$ cat config.mk
export PLATFORM = sky130hd
export DESIGN_NAME = clock_time_set
export DESIGN_NICKNAME = d
export VERILOG_FILES = /design/src/rtl/clock_pkg.sv /design/src/rtl/mod_counter.sv /design/src/rtl/clock_time_set.sv
export SDC_FILE = /design/constraint.sdc
export NUM_CORES = 1
export LEC_CHECK = 0
export ABC_AREA = 1
export CORE_MARGIN = 2
export CORE_UTILIZATION = 52
export DETAILED_ROUTE_END_ITERATION = 6
export PLACE_DENSITY_LB_ADDON = 0.12
export SLEW_MARGIN = 20
export SYNTH_ARGS = -nofsm -noshare
export SYNTH_HDL_FRONTEND = slang
export SYNTH_SLANG_ARGS = --single-unit
$ cat constraint.sdc
create_clock -name clk -period 3 [get_ports clk]
set_clock_uncertainty 0.1 [all_clocks]
set_input_delay 0.45 -clock clk [delete_from_list [all_inputs] [get_ports clk]]
set_output_delay 0.45 -clock clk [all_outputs]
set_load 0.05 [all_outputs]
$ cat src/rtl/clock_pkg.sv
// Shared encodings, field widths and default moduli for the
// time-of-day clock and its setting FSM.
package clock_pkg;

  localparam int HOURS_MOD_DEF   = 24;
  localparam int MINUTES_MOD_DEF = 60;

  localparam int HOUR_W = 5;
  localparam int MIN_W  = 6;
  localparam int SEC_W  = 6;

  typedef enum logic [1:0] {
    MODE_RUN      = 2'b00,
    MODE_SET_HOUR = 2'b01,
    MODE_SET_MIN  = 2'b10,
    MODE_BAD      = 2'b11
  } mode_e;

endpackage

$ cat src/rtl/mod_counter.sv
// Modulo-MOD up counter with synchronous clear and a wrap carry.
// carry is combinational: high on the increment that wraps to 0.
module mod_counter #(
  parameter int MOD = 60,
  parameter int W   = 6
) (
  input  logic         clk,
  input  logic         reset,
  input  logic         inc,
  input  logic         clear,
  output logic [W-1:0] value,
  output logic         carry
);

  localparam logic [W-1:0] MAX = W'(MOD - 1);

  logic [W-1:0] value_q;
  logic [W-1:0] value_d;
  logic         at_max;

  // >= keeps any out-of-range value wrapping back to 0
  assign at_max = (value_q >= MAX);
  assign carry  = inc & ~clear & at_max;
  assign value  = value_q;

  // next value: clear beats increment
  always_comb begin
    value_d = value_q;
    if (clear) begin
      value_d = '0;
    end else if (inc) begin
      value_d = at_max ? '0 : value_q + 1'b1;
    end
  end

  // counter register
  always_ff @(posedge clk) begin
    if (reset) begin
      value_q <= '0;
    end else begin
      value_q <= value_d;
    end
  end

endmodule

$ cat src/rtl/clock_time_set.sv
// Time-of-day clock with RUN / SET_HOUR / SET_MIN mode FSM and
// a blink enable for the field currently being edited.
module clock_time_set
  import clock_pkg::*;
#(
  parameter int HOURS_MOD   = HOURS_MOD_DEF,
  parameter int MINUTES_MOD = MINUTES_MOD_DEF
) (
  input  logic              clk,
  input  logic              reset,
  input  logic              tick_1hz,
  input  logic              mode_pulse,
  input  logic              inc_pulse,
  output logic [HOUR_W-1:0] hours,
  output logic [MIN_W-1:0]  minutes,
  output logic [SEC_W-1:0]  seconds,
  output logic [1:0]        set_mode,
  output logic              blink
);

  mode_e state_q;
  mode_e state_d;
  logic  blink_q;
  logic  blink_d;

  logic in_run;
  logic in_hour;
  logic in_min;
  logic edit;

  logic sec_inc;
  logic min_inc;
  logic hr_inc;
  logic sec_clr;
  logic sec_carry;
  logic min_carry;

  assign in_run  = (state_q == MODE_RUN);
  assign in_hour = (state_q == MODE_SET_HOUR);
  assign in_min  = (state_q == MODE_SET_MIN);

  // mode wins over inc on the same edge
  assign edit = inc_pulse & ~mode_pulse;

  // time only runs in RUN; set modes bump one field, no carry
  assign sec_inc = in_run & tick_1hz;
  assign min_inc = (in_run & sec_carry)
                 | (in_min & edit);
  assign hr_inc  = (in_run & min_carry)
                 | (in_hour & edit);

  // leaving SET_MIN restarts the clock at hh:mm:00
  assign sec_clr = in_min & mode_pulse;

  mod_counter #(
    .MOD (MINUTES_MOD),
    .W   (SEC_W)
  ) u_sec (
    .clk   (clk),
    .reset (reset),
    .inc   (sec_inc),
    .clear (sec_clr),
    .value (seconds),
    .carry (sec_carry)
  );

  mod_counter #(
    .MOD (MINUTES_MOD),
    .W   (MIN_W)
  ) u_min (
    .clk   (clk),
    .reset (reset),
    .inc   (min_inc),
    .clear (1'b0),
    .value (minutes),
    .carry (min_carry)
  );

  mod_counter #(
    .MOD (HOURS_MOD),
    .W   (HOUR_W)
  ) u_hr (
    .clk   (clk),
    .reset (reset),
    .inc   (hr_inc),
    .clear (1'b0),
    .value (hours),
    .carry ()
  );

  // next mode and blink; entering a set mode starts blink dark
  always_comb begin
    state_d = state_q;
    blink_d = blink_q;
    unique case (state_q)
      MODE_RUN: begin
        blink_d = 1'b1;
        if (mode_pulse) begin
          state_d = MODE_SET_HOUR;
          blink_d = 1'b0;
        end
      end
      MODE_SET_HOUR: begin
        if (mode_pulse) begin
          state_d = MODE_SET_MIN;
          blink_d = 1'b0;
        end else if (inc_pulse) begin
          blink_d = 1'b1;
        end else if (tick_1hz) begin
          blink_d = ~blink_q;
        end
      end
      MODE_SET_MIN: begin
        if (mode_pulse) begin
          state_d = MODE_RUN;
          blink_d = 1'b1;
        end else if (inc_pulse) begin
          blink_d = 1'b1;
        end else if (tick_1hz) begin
          blink_d = ~blink_q;
        end
      end
      default: begin
        state_d = MODE_RUN;
        blink_d = 1'b1;
      end
    endcase
  end

  // mode and blink registers
  always_ff @(posedge clk) begin
    if (reset) begin
      state_q <= MODE_RUN;
      blink_q <= 1'b1;
    end else begin
      state_q <= state_d;
      blink_q <= blink_d;
    end
  end

  assign set_mode = state_q;
  assign blink    = blink_q;

endmodule

# After elaboration in Yosys (flattened, before gate mapping)
# Cells that the tools add are included.
[word_totals] ff_bits=20 latch_bits=0 ramBits=0 rom_bits=0 output_inout_bits=20 word_cells=47 n_memories=0
[classes] n_addsub=3 mul=0 n_div=0 order_cmp=3 n_eq_ne=5 shift=0 mux=13 bitwise_logic=15 reduce_logical=3
[ops] operator="$add A6 B1 Y6 const B" count=2
[ops] operator="$ge A6 B6 Y1 const B" count=2
[ops] operator="$mux W6" count=2
[ops] operator="$and A1 B1 Y1" count=10
[ops] operator="$mux W2" count=3
[ops] operator="$ne A2 B2 Y1 const B" count=3
[ops] operator="$pmux W2 S3" count=1
[ops] operator="$add A5 B1 Y5 const B" count=1
[ops] operator="$ge A5 B5 Y1 const B" count=1
[ops] operator="$mux W1" count=5
[ops] operator="$mux W5" count=1
[ops] operator="$not A1 Y1" count=3
[ops] operator="$pmux W1 S3" count=1
[ops] operator="$reduce_and A3 Y1" count=1
[ops] operator="$eq A2 B1 Y1 const B" count=1
[ops] operator="$eq A2 B2 Y1 const B" count=1
[ops] operator="$logic_not A2 Y1" count=1
[ops] operator="$or A1 B1 Y1" count=2
[ops] operator="$reduce_or A2 Y1" count=1

# Depth between registers and ports, before layout
# Gate-level depths: netlist (run 1).
[depth] ltp_word=10 ltp_mapped=10 mapped_depth_nobuf=10

# By module
# Synthesis (run 1) repeated with hierarchy kept, for this count alone.
[unflattened] cells_unflattened=156 hier_area_um2=1059.8
[modules_own_cells] mod="mod_counter at u_min ..." n_inst=2 cells_each=42 area_each_um2=304.0 seq_area_each_um2=120.1
[modules_own_cells] mod="mod_counter at u_hr" n_inst=1 cells_each=37 area_each_um2=257.7 seq_area_each_um2=100.1
[modules_own_cells] mod="clock_time_set" n_inst=1 cells_each=35 area_each_um2=193.9 seq_area_each_um2=60.1

# Least setup slack after synthesis (run 1)
# OpenSTA, ideal clock, no wires.
[synth_timing] path_type="register to register" startpoint="register u_sec.value_q[0] (netlist: u_sec.value[0])" endpoint="register u_hr.value_q[1] (netlist: u_hr.value[1])" arrival_time_ns=1.575 path_slack_ns=1.195 path_stages_with_launch=10 path_buffers=0 synth_period_minus_slack_ns=1.805 path_cell_list="dfxtp_1 ha_1 or2_1 nand3_2 nand2_4 nand3_4 nand2_4 nand2_1 nand2_1 nor2_1"
[synth_between] elab_chain_len=7
[synth_rtl] element="start: declaration" line_no="mod_counter.sv:17" source="logic [W-1:0] value_q;"
[synth_rtl] element="start signal: assignment" line_no="mod_counter.sv:41" source="value_q <= value_d;"
[synth_rtl] element="$ge A6 B6 Y1" line_no="mod_counter.sv:22" source="assign at_max = (value_q >= MAX);"
[synth_rtl] element="$and A1 B1 Y1" line_no="mod_counter.sv:23" source="assign carry = inc & ~clear & at_max;"
[synth_rtl] element="$and A1 B1 Y1" line_no="clock_time_set.sv:47" source="assign min_inc = (in_run & sec_carry)"
[synth_rtl] element="$or A1 B1 Y1" line_no="clock_time_set.sv:48" source="| (in_min & edit);"
[synth_rtl] element="$and A1 B1 Y1" line_no="mod_counter.sv:23"
[synth_rtl] element="$and A1 B1 Y1" line_no="clock_time_set.sv:49" source="assign hr_inc = (in_run & min_carry)"
[synth_rtl] element="$or A1 B1 Y1" line_no="clock_time_set.sv:50" source="| (in_hour & edit);"
[synth_rtl] element="end signal: assignment" line_no="mod_counter.sv:41"
[synth_rtl] element="end: declaration" line_no="mod_counter.sv:17"
# Every way passes these cells.
# A chain may end at the register's enable or synchronous reset.

# Worst setup path after layout (run 1)
[layout_timing] startpoint="register u_hr.value_q[0] (netlist: u_hr.value[0])" endpoint="output hours[0]"
[layout_lines] element="end: declaration" line_no="clock_time_set.sv:14" source="output logic [HOUR_W-1:0] hours,"
# No word-level cell between the ends.

==> run metrics, run 1 <==
run status=finished clean; Fmax=between 0.4 and 0.5 GHz; final hold violation count=0; clk sinks=20; Placer Congestion=roughly 0.83; CTS Hold Bufs=0; Slew HR=around two thirds; total congestion overflow=0; number of cells on the critical path=1; hold_ws=about 380 ps; die height=just under 50 µm; worst slew pin tran=522.6 ps; Synth Cell Area=~1000 µm²; Worst setup EP type=primary output; RR Endpoint=u_min.value[3]; Max Cap Viol=0; setup slack, reg-to-reg=approximately 1400 ps; synthesized net count=154; CP Data Required Time=roughly 2500 ps; Seq cells post-synth=20; die area=~2400 µm²; H-tree levels=1; Post-synth ARST share=0%; share of cells above drive strength 1=around 12%; critical path class=reg2out; post-CTS setup buffers=0; Hold WC Path Type=reg2reg; Synth top area share=a little under two fifths; top-level port count=25; Cell variety after synth=25; Leakage=approximately 0.54 nW; starting density of the core=between 50% and 60%; cells after synthesis=about 150; CP peak stage delay=840 ps; sequential-to-total area share from yosys stat=a little under two fifths; CORE AREA=roughly 1900 µm²; Max FO, Critical Path=5; Rows=16; Slew Limit Fails=0; P per Cell Area=about 440 nW/µm²; TritonCTS clock tree=done; slowest CP cell=clkdlybuf4s50_1; number of port buffers=24; Post-DP Area=~1300 µm²; vias in the first global route=roughly 940; DP Worst Slack=around 1000 ps; CP Capture Point=hours[0]; area grow syn2layout=30.94%; Worst VDD drop=approximately 0.34 mV; Post-DRT Antenna Nets=0; fin worst setup slack=around 850 ps; fillers=181; Final min period=2146 ps; antenna violations before repair=0; Power Total=~0.60 mW; utilization after layout=71.09%; delay-heaviest family, CP=buffers and inverters; CTS Root Buffer Type=clkbuf_4; Worst Path Arrival=around 1600 ps; drt total wl=approximately 2100 µm; Non-Filler Instances=200; Buffers & Inverters on Critical Path=1; placed cells=196; first-pass GRT wire length=3753 µm; most numerous cell in the Yosys netlist=nand2_1; cell area after layout=around 1400 µm²; WL per Instance=between 10 and 15 µm; routed vias/inst=between 4 and 5; Final Cycle Share=approximately 72%; DP HPWL=about 1600 µm; Synth top cells by count=nand2_1, nor2_1, dfxtp_1, inv_1, nand3_1; Bufs on Longest Clock Path=2; die width=just under 50 µm; startpoint types=register; reg-to-reg startpoint=u_sec.value[0]; crit-path cells=clkdlybuf4s50_1; Post-synth EDFFs=0; Yosys top cell by area=dfxtp_1; Sum Neg Setup Slack=0 ps; Post-CTS Resized=0; # diodes=0; CTS clk-pin slew, worst paths=approximately 120 ps; drt drc=0; pin count of the biggest net entering global routing=13; drt first pass iters=4; CP Launch Point=u_hr.value[0]; Final Net Count=about 180; number of clock buffers inserted by TritonCTS=3; synth warn=0; Total GRT Usage=19.86%; top_reg_cell synth=dfxtp_1; clk_lat worst skew=between 300 and 400 ps; largest cells by area after synthesis=dfxtp_1, nand2_1, nor2_1, nand3_1, inv_1; RSZ-0062 raised after global routing=no; syn_area_per_cell=between 7 and 8 µm²; DRT iter0 DRCs=13; worst reg-to-reg path cell count=7; final setup violation count=0; DR vias=roughly 990
-- cell usage in the layout, fill, tap and decap left out, types with 2 or more instances in the layout --
master	count
ha_1	3
clkbuf_4	3
nand2_2	2
a21oi_1	9
nand2_4	2
o21ai_0	2
nand2_1	29
xor2_1	3
nor2_1	25
a21oi_2	4
or2_2	2
nand3_1	12
nor3_1	6
dfxtp_1	20
clkdlybuf4s50_1	24
inv_2	2
inv_1	15
-- worst min path at each step --
stage                   start        endpoint  depth (start not counted)
2_1_floorplan      mode_pulse     set_mode[0]                          2
3_3_place_gp   u_min.value[5]  u_min.value[5]                          2
3_5_place_dp   u_min.value[5]  u_min.value[5]                          2
4_1_cts        u_min.value[5]  u_min.value[5]                          2
5_1_grt        u_sec.value[5]  u_sec.value[5]                          2
6_report       u_min.value[5]  u_min.value[5]                          2
-- logic make-up (layout without fill, tap and decap cells) --
kind of cell / Yosys count / after routing / synth area share, %
xor gates and xnor gates: 4 / 4 / 3.358
and+or+nand+nor: 86 / 86 / 39.57
buffers and inverters: 18 / 45 / 6.474
DFF: 20 / 20 / 38.37
AOI/OAI and AO/OA: 15 / 15 / 8.632
adders and majority gates: 3 / 3 / 3.598
-- layout make-up --
type / count / area, µm² / share of cell area (%)
Clock buffer: 3 / 22.52 / 1.648
Clock inverter: 1 / 30.03 / 2.198
Inverter: 17 / 63.81 / 4.670
Multi-Input combinational cell: 108 / 575.6 / 42.12
Sequential cell: 20 / 400.4 / 29.30
Tap cell: 27 / 33.78 / 2.473
Timing Repair Buffer: 24 / 240.2 / 17.58
-- report_power, final --
| part | switching, mW | internal [mW] | leakage [nW] | total [mW] |
|---|---|---|---|---|
| registers | 0.00992 | 0.274 | 0.162 | 0.284 |
| clock network | 0.0862 | 0.135 | 0.0279 | 0.221 |
| logic | 0.0632 | 0.0334 | 0.346 | 0.0965 |
-- layer usage --
layer,GRT usage (%),part of all wire (%)
met4,7.143,1.5
met5,0,0
met1,24.31,47
met3,2.761,3.6
met2,35.39,48
-- worst register-to-register path, stage by stage, from the launching register on --
cell	delay (ps)
dfxtp_1	370
ha_1	240
or2_1	240
nand3_2	110
nand2_4	90
nand2_1	90
nand2_2	90
nor3_1	200
-- sequential cells by signal, indices dropped and copies added, names as in the netlist --
| register | flops |
|---|---|
| blink | 1 |
| set_mode | 2 |
| u_hr.value | 5 |
| u_min.value | 6 |
| u_sec.value | 6 |
Power figures use the tool's default switching activity.
==> inputs of run 2 (changes only) <==
- CORE_UTILIZATION: 52 -> 48
- clock period: 3 -> 2.21 ns (I/O delays scaled with it)
==> run 2 against run 1 <==
Global-route usage shrank 0.77 points; first-iteration DRC count shrank 7.7%; sequential share of layout area shrank 0.16 points; critical path depth is the same; clock power grew 38%; sequential power grew 36%; via count shrank 0.20%; highest routed layer unchanged.
==> run metrics, run 2 (same netlist as run 1, synthesis figures left out) <==
clk_lat worst skew=just over 300 ps; Post-DP Area=between 1000 and 1500 µm²; startpoint types=register; hold endpoint=u_sec.value[5]; Slew Limit Fails=0; Post-CTS Resized=0; Leakage=around 0.54 nW; first-pass GRT wire length=approximately 3700 µm; Rows=16; pin count of the biggest net entering global routing=13; Worst Path Arrival=between 1500 and 2000 ps; drt drc=0; min-delay src=u_sec.value[5]; DP HPWL=around 1600 µm; clk sinks=20; drt first pass iters=4; WHS Path Cells=2; slowest CP cell=clkdlybuf4s50_1; CP peak stage delay=about 840 ps; Max FO, Critical Path=5; total congestion overflow=0; fin worst setup slack=about 190 ps; H-tree levels=1; TritonCTS clock tree=done; antenna violations before repair=0; Final Cycle Share=between 90% and 100%; CTS clk-pin slew, worst paths=roughly 120 ps; hold_ws=slightly below 400 ps; WL per Instance=a little over 10 µm; die height=50.63 µm; post-CTS setup buffers=0; Slew HR=66.65%; routed vias/inst=4.910; CTS Root Buffer Type=clkbuf_4; DRT iter0 DRCs=12; Placer Congestion=roughly 0.83; P per Cell Area=between 500 and 600 nW/µm²; DR vias=987; Worst VDD drop=between 0.4 and 0.5 mV; RSZ-0062 raised after global routing=no; CP Data Required Time=around 1800 ps; drt total wl=between 2000 and 2500 µm; setup slack, reg-to-reg=approximately 640 ps; share of cells above drive strength 1=between 10% and 20%; crit-path cells=clkdlybuf4s50_1; DP Worst Slack=between 300 and 400 ps; Hold WC Path Type=reg2reg; CTS Hold Bufs=0; commonest non-fill, non-tap cell in the layout=nand2_1; final setup violation count=0; critical path class=reg2out; Final Net Count=183; CORE AREA=between 2000 and 2500 µm²; vias in the first global route=924; area grow syn2layout=31.65%; Worst setup EP type=primary output; worst slew pin tran=between 400 and 500 ps; starting density of the core=a little over half; Fmax=slightly below 0.5 GHz; Sum Neg Setup Slack=0 ps; Final min period=2016 ps; commonest non-fill, non-tap cells in the layout=nand2_1, nor2_1, clkdlybuf4s50_1; number of clock buffers inserted by TritonCTS=3; die width=around 51 µm; RR Endpoint=u_min.value[3]; number of port buffers=24; Max Cap Viol=0; worst reg-to-reg path cell count=7; run status=finished clean; Power Total=just over 0.8 mW; delay-heaviest family, CP=buffers and inverters; cell area after layout=1374 µm²; Buffers & Inverters on Critical Path=1; reg-to-reg startpoint=u_sec.value[0]; Post-DRT Antenna Nets=0; top-level port count=25; Bufs on Longest Clock Path=2; Total GRT Usage=between 10% and 20%; final hold violation count=0; # diodes=0; die area=approximately 2600 µm²
==> run 2: routing by layer <==
metal	vias up	share of wire (%)	track usage [%]
li1	522	-	-
met5	-	0	0
met1	441	48	23.43
met4	0	2.1	9.459
met2	19	46	32.46
met3	5	3.8	2.679
==> run 2: worst max-delay path by stage <==
stage / startpoint / endpoint / slack [ps] / cells past startpoint
finish: u_hr.value[0] / hours[0] / 190 / 1
global route: u_hr.value[0] / hours[0] / 110 / 1
CTS: u_hr.value[0] / hours[0] / 180 / 1
detailed placement: tick_1hz / u_hr.value[0] / 370 / 9
global placement: tick_1hz / u_hr.value[1] / 420 / 10
floorplan: u_sec.value[0] / u_hr.value[1] / 410 / 9
==> run 2: layout make-up <==
type,count,area [µm²]
Multi-Input combinational cell,108,575.6
Sequential cell,20,400.4
Fill cell,189,628.1
Inverter,17,63.81
Tap cell,27,33.78
Clock inverter,1,30.03
Clock buffer,3,22.52
Timing Repair Buffer,25,247.7
==> run 2: power by group <==
group,switching (mW),internal [mW]
sequential,0.0127,0.372
clock,0.122,0.183
combinational,0.0836,0.0461
==> run 2: metrics by stage <==
step,utilization [%],std cells
4_1_cts,68.63,201
5_1_grt,68.63,201
2_1_floorplan,-,146
3_5_place_dp,66.00,197
6_report,68.63,201
3_3_place_gp,66.00,197
